`src/rtl/fphub_mult_issuer.sv`:
```
`default_nettype none
// ============================================================================
// Module      : fphub_mult_issuer (with local fpnew_pkg subset)
// Description : Initiator-side front end for the HUB multiplier's FPnew-style
//               port. Accepts tagged operand pairs and issues them as MUL
//               operations. Results and flags come back in order, with their
//               tags, through a result FIFO. Credit-based issue guarantees
//               there is always room for a result, so out_ready_o only drops
//               during a flush.
// Build option: FPHUB_ISSUER_FFLAGS_EN - when defined, fflags_o is a sticky
//               OR of all captured status flags (cleared by fflags_clr_i);
//               when undefined, fflags_o is tied to 0.
// Ports       : clk_i/rst_i        clock, async active-high reset
//               req_*              upstream request handshake {A, B, tag}
//               flush_i            abort all pending work (pulse)
//               operands_o, op_o,
//               op_mod_o, in_*     issue handshake toward the multiplier
//               flush_o            one-cycle flush toward the multiplier
//               result_i, status_i,
//               out_*              result handshake from the multiplier
//               rsp_*              in-order tagged response handshake
//               fflags_o/_clr_i    sticky exception flags and clear
// Revision    : 1.0 - initial release
// ============================================================================

package fpnew_pkg;
   typedef enum logic [3:0] {
      FMADD, FNMSUB, ADD, MUL, DIV, SQRT, SGNJ, MINMAX,
      CMP, CLASSIFY, F2F, F2I, I2F, CPKAB, CPKCD
   } operation_e;

   typedef struct packed {
      logic NV;
      logic DZ;
      logic OF;
      logic UF;
      logic NX;
   } status_t;
endpackage

module fphub_mult_issuer #(
   parameter int unsigned WIDTH = 16,
   parameter int unsigned TAG_W = 4,
   parameter int unsigned DEPTH = 4
) (
   input  logic                        clk_i,
   input  logic                        rst_i,
   input  logic                        req_valid_i,
   output logic                        req_ready_o,
   input  logic [WIDTH-1:0]            req_a_i,
   input  logic [WIDTH-1:0]            req_b_i,
   input  logic [TAG_W-1:0]            req_tag_i,
   input  logic                        flush_i,
   output logic [2:0][WIDTH-1:0]       operands_o,
   output fpnew_pkg::operation_e       op_o,
   output logic                        op_mod_o,
   output logic                        in_valid_o,
   input  logic                        in_ready_i,
   output logic                        flush_o,
   input  logic [WIDTH-1:0]            result_i,
   input  fpnew_pkg::status_t          status_i,
   input  logic                        out_valid_i,
   output logic                        out_ready_o,
   output logic                        rsp_valid_o,
   input  logic                        rsp_ready_i,
   output logic [WIDTH-1:0]            rsp_result_o,
   output logic [4:0]                  rsp_status_o,
   output logic [TAG_W-1:0]            rsp_tag_o,
   output logic [4:0]                  fflags_o,
   input  logic                        fflags_clr_i
);

   localparam int unsigned PTR_W = $clog2(DEPTH);
   localparam int unsigned CNT_W = PTR_W + 1;

   typedef enum logic [0:0] {
      ST_RUN   = 1'b0,
      ST_FLUSH = 1'b1
   } state_e;

   state_e state_q, state_d;
   logic   w_run;
   logic   w_open;
   logic   w_clear;

   // Issue register
   logic               iss_v_q, iss_v_d;
   logic [WIDTH-1:0]   iss_a_q, iss_a_d;
   logic [WIDTH-1:0]   iss_b_q, iss_b_d;
   logic [TAG_W-1:0]   iss_tag_q, iss_tag_d;

   // Outstanding-transaction counter
   logic [CNT_W-1:0]   inflight_q, inflight_d;

   // Tag FIFO (tags of issued but not yet captured operations)
   logic [TAG_W-1:0]   tag_mem_q [DEPTH];
   logic [PTR_W-1:0]   tag_wr_q, tag_wr_d;
   logic [PTR_W-1:0]   tag_rd_q, tag_rd_d;
   logic [CNT_W-1:0]   tag_cnt_q, tag_cnt_d;

   // Result FIFO
   logic [WIDTH-1:0]   res_data_q [DEPTH];
   logic [4:0]         res_st_q   [DEPTH];
   logic [TAG_W-1:0]   res_tag_q  [DEPTH];
   logic [PTR_W-1:0]   res_wr_q, res_wr_d;
   logic [PTR_W-1:0]   res_rd_q, res_rd_d;
   logic [CNT_W-1:0]   res_cnt_q, res_cnt_d;

   logic               w_req_fire;
   logic               w_issue_fire;
   logic               w_capture;
   logic               w_rsp_fire;
   logic               w_credit_ok;
   logic               w_tag_bypass;
   logic               w_tag_push;
   logic               w_tag_pop;
   logic [TAG_W-1:0]   w_cap_tag;
   logic [4:0]         w_status;

   assign w_status = status_i;

   // -------------------------------------------------------------------------
   // Control FSM
   // -------------------------------------------------------------------------
   always_ff @(posedge clk_i or posedge rst_i) begin
      if (rst_i) begin
         state_q <= ST_RUN;
      end else begin
         state_q <= state_d;
      end
   end

   always_comb begin
      state_d = state_q;
      w_run   = 1'b0;
      flush_o = 1'b0;
      unique case (state_q)
         ST_RUN: begin
            w_run = 1'b1;
            if (flush_i) begin
               state_d = ST_FLUSH;
            end
         end
         ST_FLUSH: begin
            flush_o = 1'b1;
            state_d = ST_RUN;
         end
         default: state_d = ST_RUN;
      endcase
   end

   // Handshakes are closed while reset is held so nothing is accepted then.
   assign w_open  = w_run && !rst_i;
   assign w_clear = (state_q == ST_FLUSH);

   // A new issue is allowed only if its result is guaranteed a FIFO slot.
   assign w_credit_ok  = ({1'b0, inflight_q} + {1'b0, res_cnt_q}) < (CNT_W + 1)'(DEPTH);
   assign in_valid_o   = w_run && iss_v_q && w_credit_ok;
   assign w_issue_fire = in_valid_o && in_ready_i;
   assign req_ready_o  = w_open && (!iss_v_q || w_issue_fire);
   assign w_req_fire   = req_valid_i && req_ready_o;
   assign out_ready_o  = w_open;
   assign w_capture    = out_valid_i && out_ready_o;
   assign rsp_valid_o  = w_run && (res_cnt_q != '0);
   assign w_rsp_fire   = rsp_valid_o && rsp_ready_i;

   assign operands_o[0] = iss_a_q;
   assign operands_o[1] = iss_b_q;
   assign operands_o[2] = '0;
   assign op_o          = fpnew_pkg::MUL;
   assign op_mod_o      = 1'b0;

   // A combinational unit returns the result in the issue cycle itself; with
   // no older tags queued, the tag is taken straight from the issue register.
   assign w_tag_bypass = (tag_cnt_q == '0);
   assign w_cap_tag    = w_tag_bypass ? iss_tag_q : tag_mem_q[tag_rd_q];
   assign w_tag_push   = w_issue_fire && !(w_capture && w_tag_bypass);
   assign w_tag_pop    = w_capture && !w_tag_bypass;

   // -------------------------------------------------------------------------
   // Issue register and in-flight counter
   // -------------------------------------------------------------------------
   always_comb begin
      iss_v_d    = iss_v_q;
      iss_a_d    = iss_a_q;
      iss_b_d    = iss_b_q;
      iss_tag_d  = iss_tag_q;
      inflight_d = inflight_q;
      if (w_clear) begin
         iss_v_d    = 1'b0;
         inflight_d = '0;
      end else begin
         if (w_issue_fire) begin
            iss_v_d = 1'b0;
         end
         // Only loaded on acceptance, so operands hold during in_ready_i stalls.
         if (w_req_fire) begin
            iss_v_d   = 1'b1;
            iss_a_d   = req_a_i;
            iss_b_d   = req_b_i;
            iss_tag_d = req_tag_i;
         end
         unique case ({w_issue_fire, w_capture})
            2'b10:   inflight_d = inflight_q + CNT_W'(1);
            2'b01:   inflight_d = inflight_q - CNT_W'(1);
            default: inflight_d = inflight_q;
         endcase
      end
   end

   always_ff @(posedge clk_i or posedge rst_i) begin
      if (rst_i) begin
         iss_v_q    <= 1'b0;
         iss_a_q    <= '0;
         iss_b_q    <= '0;
         iss_tag_q  <= '0;
         inflight_q <= '0;
      end else begin
         iss_v_q    <= iss_v_d;
         iss_a_q    <= iss_a_d;
         iss_b_q    <= iss_b_d;
         iss_tag_q  <= iss_tag_d;
         inflight_q <= inflight_d;
      end
   end

   // -------------------------------------------------------------------------
   // Tag FIFO and result FIFO pointers
   // -------------------------------------------------------------------------
   always_comb begin
      tag_wr_d  = tag_wr_q;
      tag_rd_d  = tag_rd_q;
      tag_cnt_d = tag_cnt_q;
      res_wr_d  = res_wr_q;
      res_rd_d  = res_rd_q;
      res_cnt_d = res_cnt_q;
      if (w_clear) begin
         tag_wr_d  = '0;
         tag_rd_d  = '0;
         tag_cnt_d = '0;
         res_wr_d  = '0;
         res_rd_d  = '0;
         res_cnt_d = '0;
      end else begin
         if (w_tag_push) begin
            tag_wr_d = tag_wr_q + PTR_W'(1);
         end
         if (w_tag_pop) begin
            tag_rd_d = tag_rd_q + PTR_W'(1);
         end
         unique case ({w_tag_push, w_tag_pop})
            2'b10:   tag_cnt_d = tag_cnt_q + CNT_W'(1);
            2'b01:   tag_cnt_d = tag_cnt_q - CNT_W'(1);
            default: tag_cnt_d = tag_cnt_q;
         endcase

         if (w_capture) begin
            res_wr_d = res_wr_q + PTR_W'(1);
         end
         if (w_rsp_fire) begin
            res_rd_d = res_rd_q + PTR_W'(1);
         end
         unique case ({w_capture, w_rsp_fire})
            2'b10:   res_cnt_d = res_cnt_q + CNT_W'(1);
            2'b01:   res_cnt_d = res_cnt_q - CNT_W'(1);
            default: res_cnt_d = res_cnt_q;
         endcase
      end
   end

   always_ff @(posedge clk_i or posedge rst_i) begin
      if (rst_i) begin
         tag_wr_q  <= '0;
         tag_rd_q  <= '0;
         tag_cnt_q <= '0;
         res_wr_q  <= '0;
         res_rd_q  <= '0;
         res_cnt_q <= '0;
      end else begin
         tag_wr_q  <= tag_wr_d;
         tag_rd_q  <= tag_rd_d;
         tag_cnt_q <= tag_cnt_d;
         res_wr_q  <= res_wr_d;
         res_rd_q  <= res_rd_d;
         res_cnt_q <= res_cnt_d;
      end
   end

   // Storage needs no reset: entries are only read behind a non-zero count,
   // and the response data outputs are forced to zero when not valid.
   always_ff @(posedge clk_i) begin
      if (w_tag_push) begin
         tag_mem_q[tag_wr_q] <= iss_tag_q;
      end
      if (w_capture) begin
         res_data_q[res_wr_q] <= result_i;
         res_st_q[res_wr_q]   <= w_status;
         res_tag_q[res_wr_q]  <= w_cap_tag;
      end
   end

   assign rsp_result_o = rsp_valid_o ? res_data_q[res_rd_q] : '0;
   assign rsp_status_o = rsp_valid_o ? res_st_q[res_rd_q]   : '0;
   assign rsp_tag_o    = rsp_valid_o ? res_tag_q[res_rd_q]  : '0;

   // -------------------------------------------------------------------------
   // Sticky exception flags
   // -------------------------------------------------------------------------
`ifdef FPHUB_ISSUER_FFLAGS_EN
   logic [4:0] fflags_q, fflags_d;

   // A clear coinciding with a capture keeps only the newly captured flags.
   always_comb begin
      fflags_d = fflags_q;
      if (fflags_clr_i) begin
         fflags_d = w_capture ? w_status : 5'b0;
      end else if (w_capture) begin
         fflags_d = fflags_q | w_status;
      end
   end

   always_ff @(posedge clk_i or posedge rst_i) begin
      if (rst_i) begin
         fflags_q <= '0;
      end else begin
         fflags_q <= fflags_d;
      end
   end

   assign fflags_o = fflags_q;
`else
   logic w_unused_fflags_clr;
   assign w_unused_fflags_clr = fflags_clr_i;
   assign fflags_o            = '0;
`endif

endmodule
`default_nettype wire

```
`config.mk`:
```
export PLATFORM = sky130hd
export DESIGN_NAME = fphub_mult_issuer
export DESIGN_NICKNAME = d
export VERILOG_FILES = /design/src/rtl/fphub_mult_issuer.sv
export SDC_FILE = /design/constraint.sdc
export NUM_CORES = 1
export LEC_CHECK = 0
export CAP_MARGIN = 0
export CORE_ASPECT_RATIO = 2
export CORE_MARGIN = 2
export CORE_UTILIZATION = 30
export DETAILED_ROUTE_END_ITERATION = 8
export MAX_ROUTING_LAYER = met4
export PLACE_DENSITY = 0.54
export RECOVER_POWER = 50
export SYNTH_ARGS = -nofsm -noshare
export SYNTH_HDL_FRONTEND = slang
export SYNTH_SLANG_ARGS = --single-unit
```
`constraint.sdc`:
```
create_clock -name clk_i -period 3.2 [get_ports clk_i]
set_input_delay 0.8 -clock clk_i [delete_from_list [all_inputs] [get_ports clk_i]]
set_output_delay 0.8 -clock clk_i [all_outputs]
set_load 0.1 [all_outputs]
```
==> metrics <==
status=finished, final reports clean; DRC Markers=0; Clock Tree Root=clkbuf_16; Setup-failing EPs final=0; dpl ws=0.177 ns; CTS tree=built; post-route cell area=0.00958 mm2; top_reg_cell synth=edfxtp_1; WHS=0.508 ns; Tcrit/Tclk final=95.9%; Async SR Flop Fraction=32.2%; Post-CTS Resized=0; Req. time, crit path=2.40 ns; Crit Path Max Fanout=6; Slew @ Worst Pin=1.19 ns; CP Data Arrival Time=2.27 ns; maxcap violations=0; Worst-path clk slew=0.06 ns; Max Freq=326 MHz; CTS sink cnt=171; fill cell count=2215; site row count=80; CTS buffer count=17; syn avg cell area=17.5 um2; # Post-CTS Setup Buffers=0; Setup crit start kind=register; top cells by area, synth=edfxtp_1 (48%), dfrtp_1 (19%), mux4_2 (9.2%), mux2_4 (5.9%), and2_1 (2.9%); vias in the first global route=4389; die footprint=0.0258 mm2; peak supply drop=0.530 mV; Initial Utilization=30.6%; top cell type's share of synthesized area=47.5%; Die Y=225 um; Hold Fails Final Rpt=0; core area=0.0239 mm2; DR vias/cell=4.58; register bit total from synthesis=171; GRT Residual Overflow=0; # hold bufs at CTS=0; post-synth cell types=47; Skew-Pair Late Insertion Delay=0.43 ns; TritonRoute pass-1 iters=4; Placed Area=0.00914 mm2; Worst Setup End Kind=primary output; initial drt markers=207; Leakage=3.62 nW; synth cell count leaders=edfxtp_1 (116), dfrtp_1 (55), and2_1 (34); DP HPWL=10400 um; WL/cell=17.0 um; diode count=0; Synthesis Warnings=0; worst hold path type=register to register; cell with the most instances after synthesis=edfxtp_1; gr usage total=12.3%; num ports=153; Crit Path Class=register to primary output; min Tclk post-route=3.07 ns; Nets=634; Mapped Cells=419; Final ANT Viol Nets=0; Synth-to-Final Area Change=30.8%; Yosys top cell by area=edfxtp_1; RSZ-0062 raised after global routing=no; Tot Pwr=0.00953 W; layout cell share with drive strength beyond 1=28.5%; I/O Buffers=125; CTS max path bufs=2; Die Width=115 um; register area share after synthesis=66.3%; final RePlAce weighted congestion=0.796; Rel. slew slack=21.1%; first-pass GRT wire length=23300 um; antenna violations before repair=0; Final Skew=0.0117 ns; max-slew violations=0; Mapped Area=0.00733 mm2; setup slack after layout=0.131 ns; final WL=14600 um; htree depth=4; total number of vias=3920; EDFF count, synth=116; Power Dens Cells=995 mW/mm2; largest net degree at the start of global routing=38
## final cells by class
cell class	instances	area (um2)	share of cell area, %
clock buffer	21	460	4.81
clock inverter	11	92.6	0.966
inverter	7	26.3	0.274
multi-input combinational	222	2260	23.6
sequential	171	4860	50.7
tap	287	359	3.75
timing repair buffer	137	1520	15.9
## placed cells by master, fill, tap and decap left out, types with 2 or more instances in the layout
cell type,count
clkinv_2,5
dfrtp_1,54
xor2_1,3
and2_2,9
clkbuf_8,2
nand3_1,3
clkdlybuf4s50_1,40
o21ai_0,3
ha_1,10
clkbuf_1,26
nor3b_1,2
nor2_2,2
nand2_1,11
o31ai_1,2
o211ai_1,2
conb_1,26
mux2_1,4
mux2_4,29
xnor2_1,6
fa_1,3
a211oi_1,2
mux2i_1,2
nor3_1,3
and2_1,25
buf_12,34
edfxtp_1,116
clkbuf_16,17
nor2_1,14
mux4_2,30
dlygate4sd3_1,23
nor2b_1,3
inv_6,2
buf_4,15
and3_1,2
a31oi_1,2
mux2_2,7
inv_1,7
a21oi_1,2
## stage by stage
stage / cells / utilization, % / TNS [ns]
finish: 856 / 40.0 / 0
floorplan: 443 / - / -1.04
detailed placement: 824 / 38.2 / 0
CTS: 856 / 40.5 / 0
global placement: 824 / 38.2 / 0
global route: 856 / 40.0 / 0
## final timing paths
kind	from	end	slack, ns	cells after the start
setup / recovery	res_cnt_q[2]$_DFFE_PP0P_	req_ready_o	0.13	5
hold reg to reg	iss_a_q[11]$_DFFE_PP0P_	iss_a_q[11]$_DFFE_PP0P_	0.51	1
setup reg to reg	res_cnt_q[2]$_DFFE_PP0P_	iss_a_q[13]$_DFFE_PP0P_	0.62	6
min in group asynchronous	rst_i	res_cnt_q[1]$_DFFE_PP0P_	1.13	2
max in group asynchronous	rst_i	iss_a_q[13]$_DFFE_PP0P_	0.73	3
hold / removal	iss_a_q[11]$_DFFE_PP0P_	iss_a_q[11]$_DFFE_PP0P_	0.51	1
## critical path: stages, from the launching register on
cell and delay, ns:
dfrtp_1 0.43, ha_1 0.33, nor4b_4 0.31, nand4_2 0.27, a21boi_4 0.29, buf_12 0.20
## power by group
| group | switching, W | leakage [nW] | internal, W |
|---|---|---|---|
| sequential | 0.000219 | 1.73 | 0.00270 |
| combinational | 0.00317 | 1.62 | 0.00150 |
| clock | 0.000834 | 0.275 | 0.00111 |
| total | 0.00422 | 3.62 | 0.00531 |
## registers in the layout (all words and copies together), names as in the netlist
| name | flops |
|---|---|
| inflight_q | 3 |
| iss_a_q | 16 |
| iss_b_q | 16 |
| iss_tag_q | 4 |
| iss_v_q | 1 |
| res_cnt_q | 3 |
| res_data_q | 64 |
| res_rd_q | 2 |
| res_st_q | 20 |
| res_tag_q | 16 |
| res_wr_q | 2 |
| state_q | 1 |
| tag_cnt_q | 3 |
| tag_mem_q | 16 |
| tag_rd_q | 2 |
| tag_wr_q | 2 |
## metal layers
| layer | up-vias | track usage (%) | routed length (um) |
|---|---|---|---|
| li1 | 1782 | - | - |
| met1 | 1987 | 12.6 | 5380 |
| met2 | 128 | 22.4 | 8330 |
| met3 | 23 | 3.01 | 600 |
| met4 | 0 | 4.60 | 264 |
| met5 | - | - | 0 |
## logic make-up after synthesis
kind of cell | share of synthesized area [%]
adders and majority gates | 2.53
xor gates and xnor gates | 1.08
and+or+nand+nor | 6.52
AOI/OAI and AO/OA | 1.96
DFF | 66.3
buffers and inverters | 4.35
other | 0.102
muxes | 17.1
No activity file was read; power rests on OpenSTA's default activity.
